===== src/rtl/mem_request_unit_if.sv =====
`default_nettype none
// ============================================================================
// Module   : mem_core_if / mem_arb_if
// Purpose  : core-side command bus and arbitrator-side request bus of the
//            per-core memory request unit.
// Revision : 1.0  initial release
// ============================================================================

// Core pipeline <-> request unit. The core is the master.
interface mem_core_if #(
  parameter int REG_SIZE     = 8,
  parameter int BANK_ID_SIZE = 4
);
  localparam int ADDR_SIZE = BANK_ID_SIZE + REG_SIZE;

  logic                 core_valid;
  logic [1:0]           core_op;
  logic [ADDR_SIZE-1:0] core_addr;
  logic [REG_SIZE-1:0]  core_wr_data;
  logic                 core_stall;
  logic                 core_rd_valid;
  logic [REG_SIZE-1:0]  core_rd_data;

  modport master (
    output core_valid, core_op, core_addr, core_wr_data,
    input  core_stall, core_rd_valid, core_rd_data
  );

  modport slave (
    input  core_valid, core_op, core_addr, core_wr_data,
    output core_stall, core_rd_valid, core_rd_data
  );
endinterface

// Request unit <-> banked-memory arbitrator slice. The request unit is the master.
interface mem_arb_if #(
  parameter int REG_SIZE     = 8,
  parameter int BANK_ID_SIZE = 4
);
  localparam int ADDR_SIZE = BANK_ID_SIZE + REG_SIZE;

  logic [1:0]           enable;
  logic [ADDR_SIZE-1:0] addr;
  logic [REG_SIZE-1:0]  wr_data;
  logic                 ready;
  logic [REG_SIZE-1:0]  rd_data;

  modport master (
    output enable, addr, wr_data,
    input  ready, rd_data
  );

  modport slave (
    input  enable, addr, wr_data,
    output ready, rd_data
  );
endinterface

`default_nettype wire


===== src/rtl/mem_request_unit.sv =====
`default_nettype none
// ============================================================================
// Module   : mem_request_unit
// Purpose  : per-core in-order load/store queue feeding one arbitrator slice.
//            Optional watchdog compiled in with MEM_REQ_TIMEOUT_EN.
// Revision : 1.0  initial release
// ============================================================================
module mem_request_unit #(
  parameter int REG_SIZE       = 8,
  parameter int BANK_ID_SIZE   = 4,
  parameter int FIFO_DEPTH     = 4
`ifdef MEM_REQ_TIMEOUT_EN
  ,
  parameter int TIMEOUT_CYCLES = 255
`endif
) (
  input  logic      clk,
  input  logic      reset,
  mem_core_if.slave core,
  mem_arb_if.master arb,
  output logic      idle,
  output logic      timeout_err
);

  localparam int ADDR_SIZE = BANK_ID_SIZE + REG_SIZE;
  localparam int PTR_W     = $clog2(FIFO_DEPTH);
  localparam int CNT_W     = PTR_W + 1;
  localparam int ENTRY_W   = 1 + ADDR_SIZE + REG_SIZE;

  localparam logic [1:0]       c_op_read  = 2'b01;
  localparam logic [1:0]       c_op_write = 2'b10;
  localparam logic [1:0]       c_en_read  = 2'b01;
  localparam logic [1:0]       c_en_write = 2'b10;
  localparam logic [CNT_W-1:0] c_full     = CNT_W'(FIFO_DEPTH);

  typedef enum logic [1:0] {
    S_IDLE  = 2'd0,
    S_ISSUE = 2'd1,
    S_GAP   = 2'd2
  } state_t;

  state_t r_state;
  state_t w_state_nxt;

  // Queue entry layout: {is_read, addr, wr_data}
  logic [ENTRY_W-1:0]   r_fifo [FIFO_DEPTH];
  logic [PTR_W-1:0]     r_wr_ptr;
  logic [PTR_W-1:0]     r_rd_ptr;
  logic [CNT_W-1:0]     r_count;
  logic                 r_rd_pending;

  logic [1:0]           r_enable;
  logic [ADDR_SIZE-1:0] r_addr;
  logic [REG_SIZE-1:0]  r_wr_data;
  logic                 r_rd_valid;
  logic [REG_SIZE-1:0]  r_rd_data;

  logic                 w_legal;
  logic                 w_is_read_cmd;
  logic                 w_full;
  logic                 w_empty;
  logic                 w_stall;
  logic                 w_push;
  logic                 w_pop;
  logic                 w_load;
  logic [ENTRY_W-1:0]   w_push_entry;
  logic [ENTRY_W-1:0]   w_head;
  logic                 w_head_is_read;
  logic [ADDR_SIZE-1:0] w_head_addr;
  logic [REG_SIZE-1:0]  w_head_data;

  assign w_is_read_cmd = (core.core_op == c_op_read);
  assign w_legal       = w_is_read_cmd || (core.core_op == c_op_write);
  assign w_full        = (r_count == c_full);
  assign w_empty       = (r_count == '0);
  // At most one load is ever outstanding, so the core blocks behind it.
  assign w_stall       = w_full || r_rd_pending;
  assign w_push        = core.core_valid && w_legal && !w_stall;
  assign w_push_entry  = {w_is_read_cmd, core.core_addr, core.core_wr_data};

  assign w_head         = r_fifo[r_rd_ptr];
  assign w_head_is_read = w_head[ENTRY_W-1];
  assign w_head_addr    = w_head[ENTRY_W-2 -: ADDR_SIZE];
  assign w_head_data    = w_head[REG_SIZE-1:0];

  always_ff @(posedge clk) begin
    if (w_push) begin
      r_fifo[r_wr_ptr] <= w_push_entry;
    end
  end

  always_ff @(posedge clk) begin
    if (reset) begin
      r_state <= S_IDLE;
    end else begin
      r_state <= w_state_nxt;
    end
  end

  // The head stays in the queue while issued; it is popped only on ready.
  always_comb begin
    w_state_nxt = r_state;
    w_load      = 1'b0;
    w_pop       = 1'b0;
    case (r_state)
      S_IDLE: begin
        if (!w_empty) begin
          w_load      = 1'b1;
          w_state_nxt = S_ISSUE;
        end
      end
      S_ISSUE: begin
        if (arb.ready) begin
          w_pop       = 1'b1;
          w_state_nxt = S_GAP;
        end
      end
      S_GAP: begin
        // Ready here is the echo of a duplicate grant and is dropped.
        if (!w_empty) begin
          w_load      = 1'b1;
          w_state_nxt = S_ISSUE;
        end else begin
          w_state_nxt = S_IDLE;
        end
      end
      default: begin
        w_state_nxt = S_IDLE;
      end
    endcase
  end

  always_ff @(posedge clk) begin
    if (reset) begin
      r_wr_ptr     <= '0;
      r_rd_ptr     <= '0;
      r_count      <= '0;
      r_rd_pending <= 1'b0;
      r_enable     <= 2'b00;
      r_addr       <= '0;
      r_wr_data    <= '0;
      r_rd_valid   <= 1'b0;
      r_rd_data    <= '0;
    end else begin
      r_rd_valid <= 1'b0;

      if (w_push) begin
        r_wr_ptr <= r_wr_ptr + 1'b1;
      end
      if (w_pop) begin
        r_rd_ptr <= r_rd_ptr + 1'b1;
      end

      case ({w_push, w_pop})
        2'b10:   r_count <= r_count + 1'b1;
        2'b01:   r_count <= r_count - 1'b1;
        default: r_count <= r_count;
      endcase

      if (w_push && w_is_read_cmd) begin
        r_rd_pending <= 1'b1;
      end else if (w_pop && w_head_is_read) begin
        r_rd_pending <= 1'b0;
      end

      if (w_load) begin
        r_enable  <= w_head_is_read ? c_en_read : c_en_write;
        r_addr    <= w_head_addr;
        r_wr_data <= w_head_data;
      end else if (w_pop) begin
        r_enable  <= 2'b00;
      end

      if (w_pop && w_head_is_read) begin
        r_rd_data  <= arb.rd_data;
        r_rd_valid <= 1'b1;
      end
    end
  end

`ifdef MEM_REQ_TIMEOUT_EN
  localparam int TMO_W = $clog2(TIMEOUT_CYCLES + 1);
  localparam logic [TMO_W-1:0] c_tmo_last = TMO_W'(TIMEOUT_CYCLES - 1);
  localparam logic [TMO_W-1:0] c_tmo_max  = TMO_W'(TIMEOUT_CYCLES);

  logic [TMO_W-1:0] r_tmo_cnt;
  logic             r_tmo_err;

  // Watchdog only flags; the request keeps waiting for its ready.
  always_ff @(posedge clk) begin
    if (reset) begin
      r_tmo_cnt <= '0;
      r_tmo_err <= 1'b0;
    end else if (w_load) begin
      r_tmo_cnt <= '0;
    end else if (r_state == S_ISSUE && !arb.ready) begin
      if (r_tmo_cnt != c_tmo_max) begin
        r_tmo_cnt <= r_tmo_cnt + 1'b1;
      end
      if (r_tmo_cnt == c_tmo_last) begin
        r_tmo_err <= 1'b1;
      end
    end
  end

  assign timeout_err = r_tmo_err;
`else
  assign timeout_err = 1'b0;
`endif

  assign core.core_stall    = w_stall;
  assign core.core_rd_valid = r_rd_valid;
  assign core.core_rd_data  = r_rd_data;
  assign arb.enable         = r_enable;
  assign arb.addr           = r_addr;
  assign arb.wr_data        = r_wr_data;
  assign idle               = w_empty && (r_state == S_IDLE);

endmodule

`default_nettype wire


===== src/flat_wrapper.sv =====
// flat-port wrapper written by rule: the top's interface ports become plain ports
module mem_request_unit_flat 
#(
  parameter int REG_SIZE       = 8,
  parameter int BANK_ID_SIZE   = 4,
  parameter int FIFO_DEPTH     = 4

)
  (clk, reset, idle, timeout_err, core_core_valid, core_core_op, core_core_addr, core_core_wr_data, core_core_stall, core_core_rd_valid, core_core_rd_data, arb_enable, arb_addr, arb_wr_data, arb_ready, arb_rd_data);
  mem_core_if #(.REG_SIZE(REG_SIZE), .BANK_ID_SIZE(BANK_ID_SIZE)) core_i ();
  mem_arb_if #(.REG_SIZE(REG_SIZE), .BANK_ID_SIZE(BANK_ID_SIZE)) arb_i ();
  input  logic clk;
  input  logic reset;
  output logic idle;
  output logic timeout_err;
  input wire logic [$bits(core_i.core_valid)-1:0] core_core_valid;
  input wire logic [$bits(core_i.core_op)-1:0] core_core_op;
  input wire logic [$bits(core_i.core_addr)-1:0] core_core_addr;
  input wire logic [$bits(core_i.core_wr_data)-1:0] core_core_wr_data;
  output wire logic [$bits(core_i.core_stall)-1:0] core_core_stall;
  output wire logic [$bits(core_i.core_rd_valid)-1:0] core_core_rd_valid;
  output wire logic [$bits(core_i.core_rd_data)-1:0] core_core_rd_data;
  output wire logic [$bits(arb_i.enable)-1:0] arb_enable;
  output wire logic [$bits(arb_i.addr)-1:0] arb_addr;
  output wire logic [$bits(arb_i.wr_data)-1:0] arb_wr_data;
  input wire logic [$bits(arb_i.ready)-1:0] arb_ready;
  input wire logic [$bits(arb_i.rd_data)-1:0] arb_rd_data;
  assign core_i.core_valid = core_core_valid;
  assign core_i.core_op = core_core_op;
  assign core_i.core_addr = core_core_addr;
  assign core_i.core_wr_data = core_core_wr_data;
  assign core_core_stall = core_i.core_stall;
  assign core_core_rd_valid = core_i.core_rd_valid;
  assign core_core_rd_data = core_i.core_rd_data;
  assign arb_enable = arb_i.enable;
  assign arb_addr = arb_i.addr;
  assign arb_wr_data = arb_i.wr_data;
  assign arb_i.ready = arb_ready;
  assign arb_i.rd_data = arb_rd_data;
  mem_request_unit #(.REG_SIZE(REG_SIZE), .BANK_ID_SIZE(BANK_ID_SIZE), .FIFO_DEPTH(FIFO_DEPTH)) u_core (.clk(clk), .reset(reset), .core(core_i), .arb(arb_i), .idle(idle), .timeout_err(timeout_err));
endmodule

===== config.mk =====
export PLATFORM = sky130hd
export DESIGN_NAME = mem_request_unit_flat
export DESIGN_NICKNAME = d
export VERILOG_FILES = /design/src/rtl/mem_request_unit_if.sv /design/src/rtl/mem_request_unit.sv /design/src/flat_wrapper.sv
export SDC_FILE = /design/constraint.sdc
export NUM_CORES = 1
export LEC_CHECK = 0
export ABC_AREA = 1
export CORE_AREA = 2 2 95 97
export DETAILED_ROUTE_END_ITERATION = 10
export DIE_AREA = 0 0 97 99
export DONT_BUFFER_PORTS = 1
export GPL_TIMING_DRIVEN = 1
export PLACE_DENSITY = 0.81
export SLEW_MARGIN = 20
export SYNTH_ARGS = -nofsm -noshare
export SYNTH_HDL_FRONTEND = slang
export SYNTH_SLANG_ARGS = --single-unit

===== constraint.sdc =====
create_clock -name clk -period 2.8 [get_ports clk]
set_clock_uncertainty 0.05 [all_clocks]
set_input_delay 0.56 -clock clk [delete_from_list [all_inputs] [get_ports clk]]
set_output_delay 0.56 -clock clk [all_outputs]
set_load 0.01 [all_outputs]

==> results.yml, run 1 <==
cells_and_area:
  final_common_cell: "nor2_1"
  antenna_cells: 0
  nNetsFinal: 523
  instances_no_fill: 603
  final_cell_mix: "nor2_1, edfxtp_1, nand2_1"
  area_growth_pct: 12.9
  final_util_pct: 65.9
  drive_gt1_share_pct: 12.1
  fin_area_um2: 5630
place:
  port_buffers: 0
  dp.cells: 571
  placed_area_um2: 5060
  gp_congestion: 0.806
  dp_slack_ps: 350
  dp_hpwl_mm: 5.79
worst_setup_path:
  end_kind: "flop"
  crit_type: "flop to flop"
  r2r_start: "u_core.r_count[0]$_SDFFE_PP0P_"
  start_kind: "flop"
  path_buf_inv: 2
  cp_data_arrival_time_ps: 2380
  ff2ff_path_depth: 10
  crit_slowest_cell: "fa_1"
  critical_path.most_common_cell: "nand3_1"
  cp.required_ps: 3160
  reg2reg_slack_ps: 770
  critPathTopFamily: "adder cells"
  r2r_end: "u_core.r_count[2]$_SDFFE_PP0P_"
  path_cells: "inv_2 > nand3_1 > nand3_2 > ha_1 > inv_1 > fa_1 > nand2_1 > nand3_1 > o21ai_0 > a21oi_1"
  path_max_fanout: 8
  max_stage_delay_ps: 390
detailed_routing:
  antenna_left: 0
  routedWlPerCell_um: 15.8
  drt_pre_antenna_iters: 4
  drt_wl_total_mm: 9.50
  remaining_drc_errors: 0
  via_per_inst: 5.30
  vias: 3197
  drtIter0Drc: 224
floorplan:
  die_area_um2: 9600
  start_util_pct: 58.3
  fp.dieH_um: 99
  io_pins: 68
  num_rows: 34
  core_area_um2: 8550
  dieWidth_um: 97
power_and_ir_drop:
  clockPowerShare_pct: 42.6
  ir_drop_mv: 0.607
  power_leakage_nw: 2.18
  power_mw: 4.93
  pwr-share-comb_pct: 10.7
  cellPowerDensity_nw_per_um2: 876
  p_int_mw: 3.61
  netSwitchingFraction_pct: 26.8
  seqPwrFrac_pct: 46.7
  power.switching_mw: 1.32
sta:
  finalCriticalPeriod_ps: 2030
  worst_slack_ps: 773
  slew-limit-headroom_pct: 58.6
  fin_tns_setup_ps: 0
  setup_viol: 0
  rsz0062_at_grt: "no"
  hold_slack_ps: 52.1
  drv_slew: 0
  finalHoldViolations: 0
  fin_crit_sh_pct: 72.4
  worstMarginPinSlew_ps: 621
  max_freq_mhz: 493
yosys:
  synth_area_leaders: "edfxtp_1, dfxtp_1, nor2_1"
  syn_area_um2: 4990
  ys_warn_count: 0
  syn_area_per_cell_um2: 10.5
  synth_top_area_share_pct: 50.6
  synth.distinct_cells: 26
  yosysTopAreaCell: "edfxtp_1"
  ys_ff_latch: 127
  seq_area_frac_synth_pct: 67.8
  synthCells: 477
  synth_fp_nets: 518
grt:
  grt_pass1_vias: 3196
  grt_pass1_wl_mm: 15.4
  track_usage_pct: 20.8
  antenna_found_initial: 0
  grt-ovfl-total: 0
  grt_max_degree: 43
hold_path:
  holdPathStages: 1
  min-delay-start: "reset"
  hold_path_end: "u_core.r_state[0]$_SDFFE_PP0P_"
  hold_path_class: "input port to flop"
clock_tree:
  cts_sinks: 127
  root_buffer: "clkbuf_8"
  clkSlewWorstSetupHoldPaths_ps: 60
  insertion_delay_ps: 520
  post_cts_resized: 0
  cts_hold_buf: 0
  htree_levels: 4
  cts_max_path_buffers: 2
  numCtsBuffers: 17
  cts_tree: "done"
  postCtsSetupBuffers: 0
run_status:
  status: "completed"
flow_run:
  max_cap_viol_count: 0
==> layer usage <==
metal	vias up	wire, um	global-route usage [%]
met5	-	0	0
met4	0	88	8.67
met3	7	596	6.60
met2	105	4840	34.8
met1	1501	3980	25.2
li1	1584	-	-
==> state kept, by name, indices dropped and copies added (netlist names), named ones only <==
signal and cells:
u_core.r_fifo 84, u_core.arb.addr 12, u_core.r_state 2, u_core.r_rd_pending 1, u_core.core.core_rd_valid 1, u_core.arb.enable 2
u_core.r_rd_ptr 2, u_core.arb.wr_data 8, u_core.r_wr_ptr 2, u_core.core.core_rd_data 8, u_core.r_count 3
==> power groups by stage <==
stage / Clock (mW) / Combinational [mW] / Sequential [mW]
2_1_floorplan: 0 / 0.429 / 2.32
3_3_place_gp: 0 / 0.505 / 2.34
3_5_place_dp: 0 / 0.530 / 2.34
4_1_cts: 2.13 / 0.536 / 2.31
5_1_grt: 2.21 / 0.604 / 2.32
6_report: 2.10 / 0.526 / 2.31
==> worst register-to-register path, delay by kind of cell (launching register included) <==
kind	cells	cell delay [ps]
simple gates	4	560
compound gates	2	210
fa+ha+maj	2	610
flops	1	330
buf+inv	2	170
==> area by class of cell <==
class	count	area, um^2
clock inverter	14	155
multi-input combinational	294	1350
tap	108	135
sequential	127	3380
fill	617	2920
inverter	33	128
timing repair buffer	9	67.6
clock buffer	18	418
==> synthesized netlist by cell type <==
cell / count
dfxtp_1: 43
nand3_4: 1
buf_2: 13
edfxtp_1: 84
o21ai_1: 21
clkbuf_2: 3
a21oi_1: 10
buf_4: 5
nor2_1: 145
buf_6: 2
fa_1: 1
clkinv_2: 1
inv_4: 1
nor3_1: 1
nand2_1: 48
inv_2: 4
inv_1: 27
o21ai_0: 43
a21oi_2: 1
nand3_2: 5
conb_1: 1
ha_1: 6
and2_1: 1
nand2_2: 3
nand4_1: 2
nand3_1: 5
==> worst max path at each step <==
stage                              startpoint                              to  slack [ps]  cells after the start
3_5_place_dp                  core_core_op[1]  u_core.r_count[2]$_SDFFE_PP0P_         350                     12
5_1_grt        u_core.r_count[1]$_SDFFE_PP0P_  u_core.r_count[2]$_SDFFE_PP0P_         620                     10
6_report       u_core.r_count[0]$_SDFFE_PP0P_  u_core.r_count[2]$_SDFFE_PP0P_         770                     10
2_1_floorplan                 core_core_op[1]   u_core.r_fifo[0][0]$_DFFE_PP_         230                      5
3_3_place_gp                  core_core_op[1]  u_core.r_count[2]$_SDFFE_PP0P_         510                     12
4_1_cts        u_core.r_count[0]$_SDFFE_PP0P_  u_core.r_count[2]$_SDFFE_PP0P_         790                     10
==> cell families (layout without fill, tap and decap cells) <==
kind of cell / count (synthesis) / in the layout / synth area share (%)
other cells: 1 / 1 / 0.0752
buf+inv: 56 / 74 / 5.37
compound gates: 75 / 75 / 7.60
simple gates: 211 / 211 / 17.2
flops: 127 / 127 / 67.8
fa+ha+maj: 7 / 7 / 1.91
(Power assumes the default switching activity.)
==> run 2: changes to the inputs <==
clock period = 1.9 ns   (was 2.8 ns; I/O delays follow)
==> run 2 against run 1 <==
Effect of this change: sequential cell count unchanged; sequential power increased by 48%; worst hold slack improved by 31 ps; critical path type is now input port to flop; largest power group unchanged.
==> results.yml, run 2 (same netlist as run 1, synthesis figures left out) <==
detailed_routing:
  drtIter0Drc: 243
  drt_wl_total_mm: 10.5
  antenna_left: 0
  vias: 3434
  remaining_drc_errors: 0
  routedWlPerCell_um: 16.5
  drt_pre_antenna_iters: 5
  via_per_inst: 5.41
sta:
  rsz0062_at_grt: "yes"
  max_freq_mhz: 551
  drv_slew: 0
  setup_viol: 0
  fin_crit_sh_pct: 95.6
  finalCriticalPeriod_ps: 1820
  finalHoldViolations: 0
cells_and_area:
  final_cell_mix: "nor2_1, edfxtp_1, nand2_1"
  fin_area_um2: 6080
  largest_reg_flops: 84
  antenna_cells: 0
  area_growth_pct: 21.8
  regMostFlops: "u_core.r_fifo"
  final_common_cell: "nor2_1"
  nNetsFinal: 556
  drive_gt1_share_pct: 12.5
  fillers: 539
worst_setup_path:
  critPathTopFamily: "buffers and inverters"
  start_kind: "input port"
  crit_type: "input port to flop"
  path_buf_inv: 3
  max_stage_delay_ps: 580
  end_kind: "flop"
  path_max_fanout: 6
  path_cells: "dlygate4sd3_1 > nand3_4 > clkinv_2 > ha_4 > inv_1 > fa_1 > nand2_1 > nand3_2 > o21ai_2 > a21oi_2"
  cp_data_arrival_time_ps: 2160
  cp.required_ps: 2250
  crit_slowest_cell: "dlygate4sd3_1"
power_and_ir_drop:
  seqPwrFrac_pct: 45.8
  power_mw: 7.45
  power_leakage_nw: 2.32
  pwr-share-comb_pct: 12.5
  cellPowerDensity_nw_per_um2: 1230
  netSwitchingFraction_pct: 26.2
  p_int_mw: 5.50
  ir_drop_mv: 0.770
  clockPowerShare_pct: 41.7
  power.switching_mw: 1.96
grt:
  grt_pass1_vias: 3531
  grt-ovfl-total: 0
  grt_pass1_wl_mm: 16.9
  use_met3_pct: 6.31
  grt_use_met1_pct: 25.9
  use_met2_pct: 40.7
  grt.busiest_layer: "met2"
  track_usage_pct: 23.3
  grt_max_degree: 43
  antenna_found_initial: 0
clock_tree:
  clkSlewWorstSetupHoldPaths_ps: 60
  cts_tree: "done"
  numCtsBuffers: 17
  insertion_delay_ps: 520
  cts_sinks: 127
  root_buffer: "clkbuf_8"
  htree_levels: 4
  cts_max_path_buffers: 2
  postCtsSetupBuffers: 0
floorplan:
  core_area_um2: 8550
  start_util_pct: 58.3
  fp.dieH_um: 99
  num_rows: 34
  dieWidth_um: 97
  io_pins: 68
  die_area_um2: 9600
run_status:
  status: "completed"
flow_run:
  max_cap_viol_count: 0
place:
  port_buffers: 0
  placed_area_um2: 5170
  gp_congestion: 0.744
  dp_hpwl_mm: 6.03
hold_path:
  hold_path_class: "input port to flop"
## run 2: cell count changes in the layout (fill, tap and decap cells not counted), sizes merged
cell	delta
buf	+2
bufinv	+1
clkbuf	+2
clkinv	+1
clkinvlp	+1
dlygate4sd3	+31
inv	-6
## run 2: cell type report
type	instances	area (um^2)	area share, %
clock buffer	20	425	7.00
clock inverter	11	143	2.35
inverter	33	128	2.10
multi-input combinational	294	1420	23.3
sequential	127	3380	55.7
tap	108	135	2.22
timing repair buffer	42	443	7.29
## run 2: worst paths after layout
check                           slack [ps]                         endpoint  depth (start not counted)                             from
worst max-delay path                    80   u_core.r_count[2]$_SDFFE_PP0P_                         10                        arb_ready
worst min-delay path                    80   u_core.r_fifo[3][20]$_DFFE_PP_                          1                  core_core_op[0]
worst min register to register         420  u_core.r_rd_ptr[1]$_SDFFE_PP0P_                          2  u_core.r_rd_ptr[1]$_SDFFE_PP0P_
worst max register to register         120   u_core.r_count[2]$_SDFFE_PP0P_                         10   u_core.r_state[1]$_SDFFE_PP0P_
## run 2: metrics by stage
stage                     setup WS, ps  hold slack [ps]  util, %  cells  TNS (ps)
after floorplan                  -61.2              386        -    477     -5140
after global placement            59.8              396     60.4    573         0
after detailed placement         -23.5              397     60.4    573     -23.5
after CTS                         50.0             14.0     70.6    634         0
after global routing             -4.72             57.1     71.1    635     -4.72
final                             83.5             82.8     71.1    635         0
## run 2: layer usage
metal / wire length, um / up-vias / share of wire, %
met1: 4150 / 1641 / 40
met5: 0 / - / 0
met4: 320 / 0 / 3.0
met2: 5440 / 112 / 52
met3: 587 / 30 / 5.6
li1: - / 1651 / -
## run 2: what timing repair did
item / in CTS / in global routing
setup endpoints to repair: 0 / 1
resized for setup: 0 / 7
hold buffers: 30 / 1
hold endpoints to repair: 95 / 1
## run 2: power by group through the flow
stage               sequential (mW)  clock (mW)  combinational, mW
finish                         3.41        3.11              0.935
global route                   3.43        3.27               1.05
global placement               3.45           0              0.780
CTS                            3.41        3.13              0.913
floorplan                      3.42           0              0.648
detailed placement             3.46           0              0.824
==> run 3: changes to the inputs <==
RECOVER_POWER = 25   (was not set)
SKIP_CTS_REPAIR_TIMING = 1   (was not set)
==> run 3 against run 2 <==
Effect of this change: the run now ends with hold timing left; non-clock buffer count fell by 1; core utilization fell by 0.26 points; wire length fell by 1.7%; first-iteration DRC count rose by 66%.
==> results.yml, run 3 (same netlist as run 1, synthesis figures left out) <==
run_status:
  status: "finished, violations left"
  failed_checks: "hold timing"
cells_and_area:
  largest_reg_flops: 84
  antenna_cells: 0
  instances_no_fill: 634
  final_util_pct: 70.8
  nNetsFinal: 555
  regMostFlops: "u_core.r_fifo"
  fillers: 549
  final_cell_mix: "nor2_1, edfxtp_1, nand2_1"
  final_common_cell: "nor2_1"
  area_growth_pct: 21.3
  drive_gt1_share_pct: 12.4
  fin_area_um2: 6050
clock_tree:
  numCtsBuffers: 17
  cts_tree: "done"
  cts_sinks: 127
  htree_levels: 4
  cts_max_path_buffers: 2
  clkSlewWorstSetupHoldPaths_ps: 60
  insertion_delay_ps: 510
  root_buffer: "clkbuf_8"
detailed_routing:
  antenna_left: 0
  vias: 3423
  drtIter0Drc: 404
  drt_pre_antenna_iters: 6
  remaining_drc_errors: 0
  routedWlPerCell_um: 16.3
  via_per_inst: 5.40
  drt_wl_total_mm: 10.3
place:
  placed_area_um2: 5170
  dp_hpwl_mm: 6.03
  gp_congestion: 0.744
  port_buffers: 0
  dp.cells: 573
floorplan:
  start_util_pct: 58.3
  num_rows: 34
  core_area_um2: 8550
  io_pins: 68
  fp.dieH_um: 99
  die_area_um2: 9600
  dieWidth_um: 97
sta:
  max_freq_mhz: 563
  finalCriticalPeriod_ps: 1780
  fin_crit_sh_pct: 93.5
  drv_slew: 0
  rsz0062_at_grt: "yes"
  fin_tns_setup_ps: 0
  finalHoldViolations: 1
  setup_viol: 0
  hold_slack_ps: -0.839
flow_run:
  max_cap_viol_count: 0
worst_setup_path:
  cp_data_arrival_time_ps: 2120
  cp.required_ps: 2240
  end_kind: "flop"
  crit_type: "flop to flop"
  start_kind: "flop"
  path_max_fanout: 6
grt:
  grt_pass1_wl_mm: 16.3
  grt_max_degree: 43
  antenna_found_initial: 0
  grt_pass1_vias: 3399
  grt-ovfl-total: 0
  track_usage_pct: 22.3
power_and_ir_drop:
  cellPowerDensity_nw_per_um2: 1230
  power_leakage_nw: 2.32
  ir_drop_mv: 0.762
hold_path:
  hold_path_class: "input port to flop"
-- run 3: power by group --
part / switching, mW / internal (mW) / total, mW
Sequential: 0.215 / 3.20 / 3.41
Combinational: 0.609 / 0.316 / 0.925
Clock: 1.11 / 1.98 / 3.09
Total: 1.94 / 5.49 / 7.43
-- run 3: critical path: stages, from the launching register on --
cell and delay (ps):
dfxtp_1 310, inv_1 110, nand3_4 110, clkinv_2 110, ha_4 140, inv_1 50, fa_1 380, nand2_1 110
nand3_2 100, o21ai_2 140, a21oi_2 50
-- run 3: metrics by stage --
stage               setup slack [ps]  hold slack (ps)  power, mW
floorplan                      -61.2              386       4.07
global route                   0.281            0.943       7.73
global placement                59.8              396       4.23
CTS                             50.0             -136       7.39
detailed placement             -23.5              397       4.29
finish                           123           -0.839       7.43
-- run 3: cell type report --
cell class / count / area, um^2 / area share, %
multi-input combinational: 294 / 1410 / 23.2
sequential: 127 / 3380 / 55.9
inverter: 33 / 128 / 2.11
tap: 108 / 135 / 2.23
clock buffer: 20 / 425 / 7.03
timing repair buffer: 41 / 433 / 7.15
clock inverter: 11 / 143 / 2.36
-- run 3: path summary, 6_finish.rpt --
| kind | startpoint | endpoint | slack, ps | cells after the start |
|---|---|---|---|---|
| worst max-delay path | u_core.r_state[1]$_SDFFE_PP0P_ | u_core.r_count[2]$_SDFFE_PP0P_ | 120 | 10 |
| worst min register to register | u_core.r_rd_ptr[1]$_SDFFE_PP0P_ | u_core.r_rd_ptr[1]$_SDFFE_PP0P_ | 420 | 2 |
| worst min-delay path | arb_ready | u_core.r_state[1]$_SDFFE_PP0P_ | -0.8 | 2 |
| worst max register to register | u_core.r_state[1]$_SDFFE_PP0P_ | u_core.r_count[2]$_SDFFE_PP0P_ | 120 | 10 |
-- run 3: layer usage --
metal	vias to the layer above	GRT usage (%)	wire (um)	part of all wire, %
met1	1633	24.6	4030	39
met2	111	39.2	5410	52
met3	28	6.67	578	5.6
li1	1651	-	-	-
met5	-	0	0	0
met4	0	11.3	290	2.8
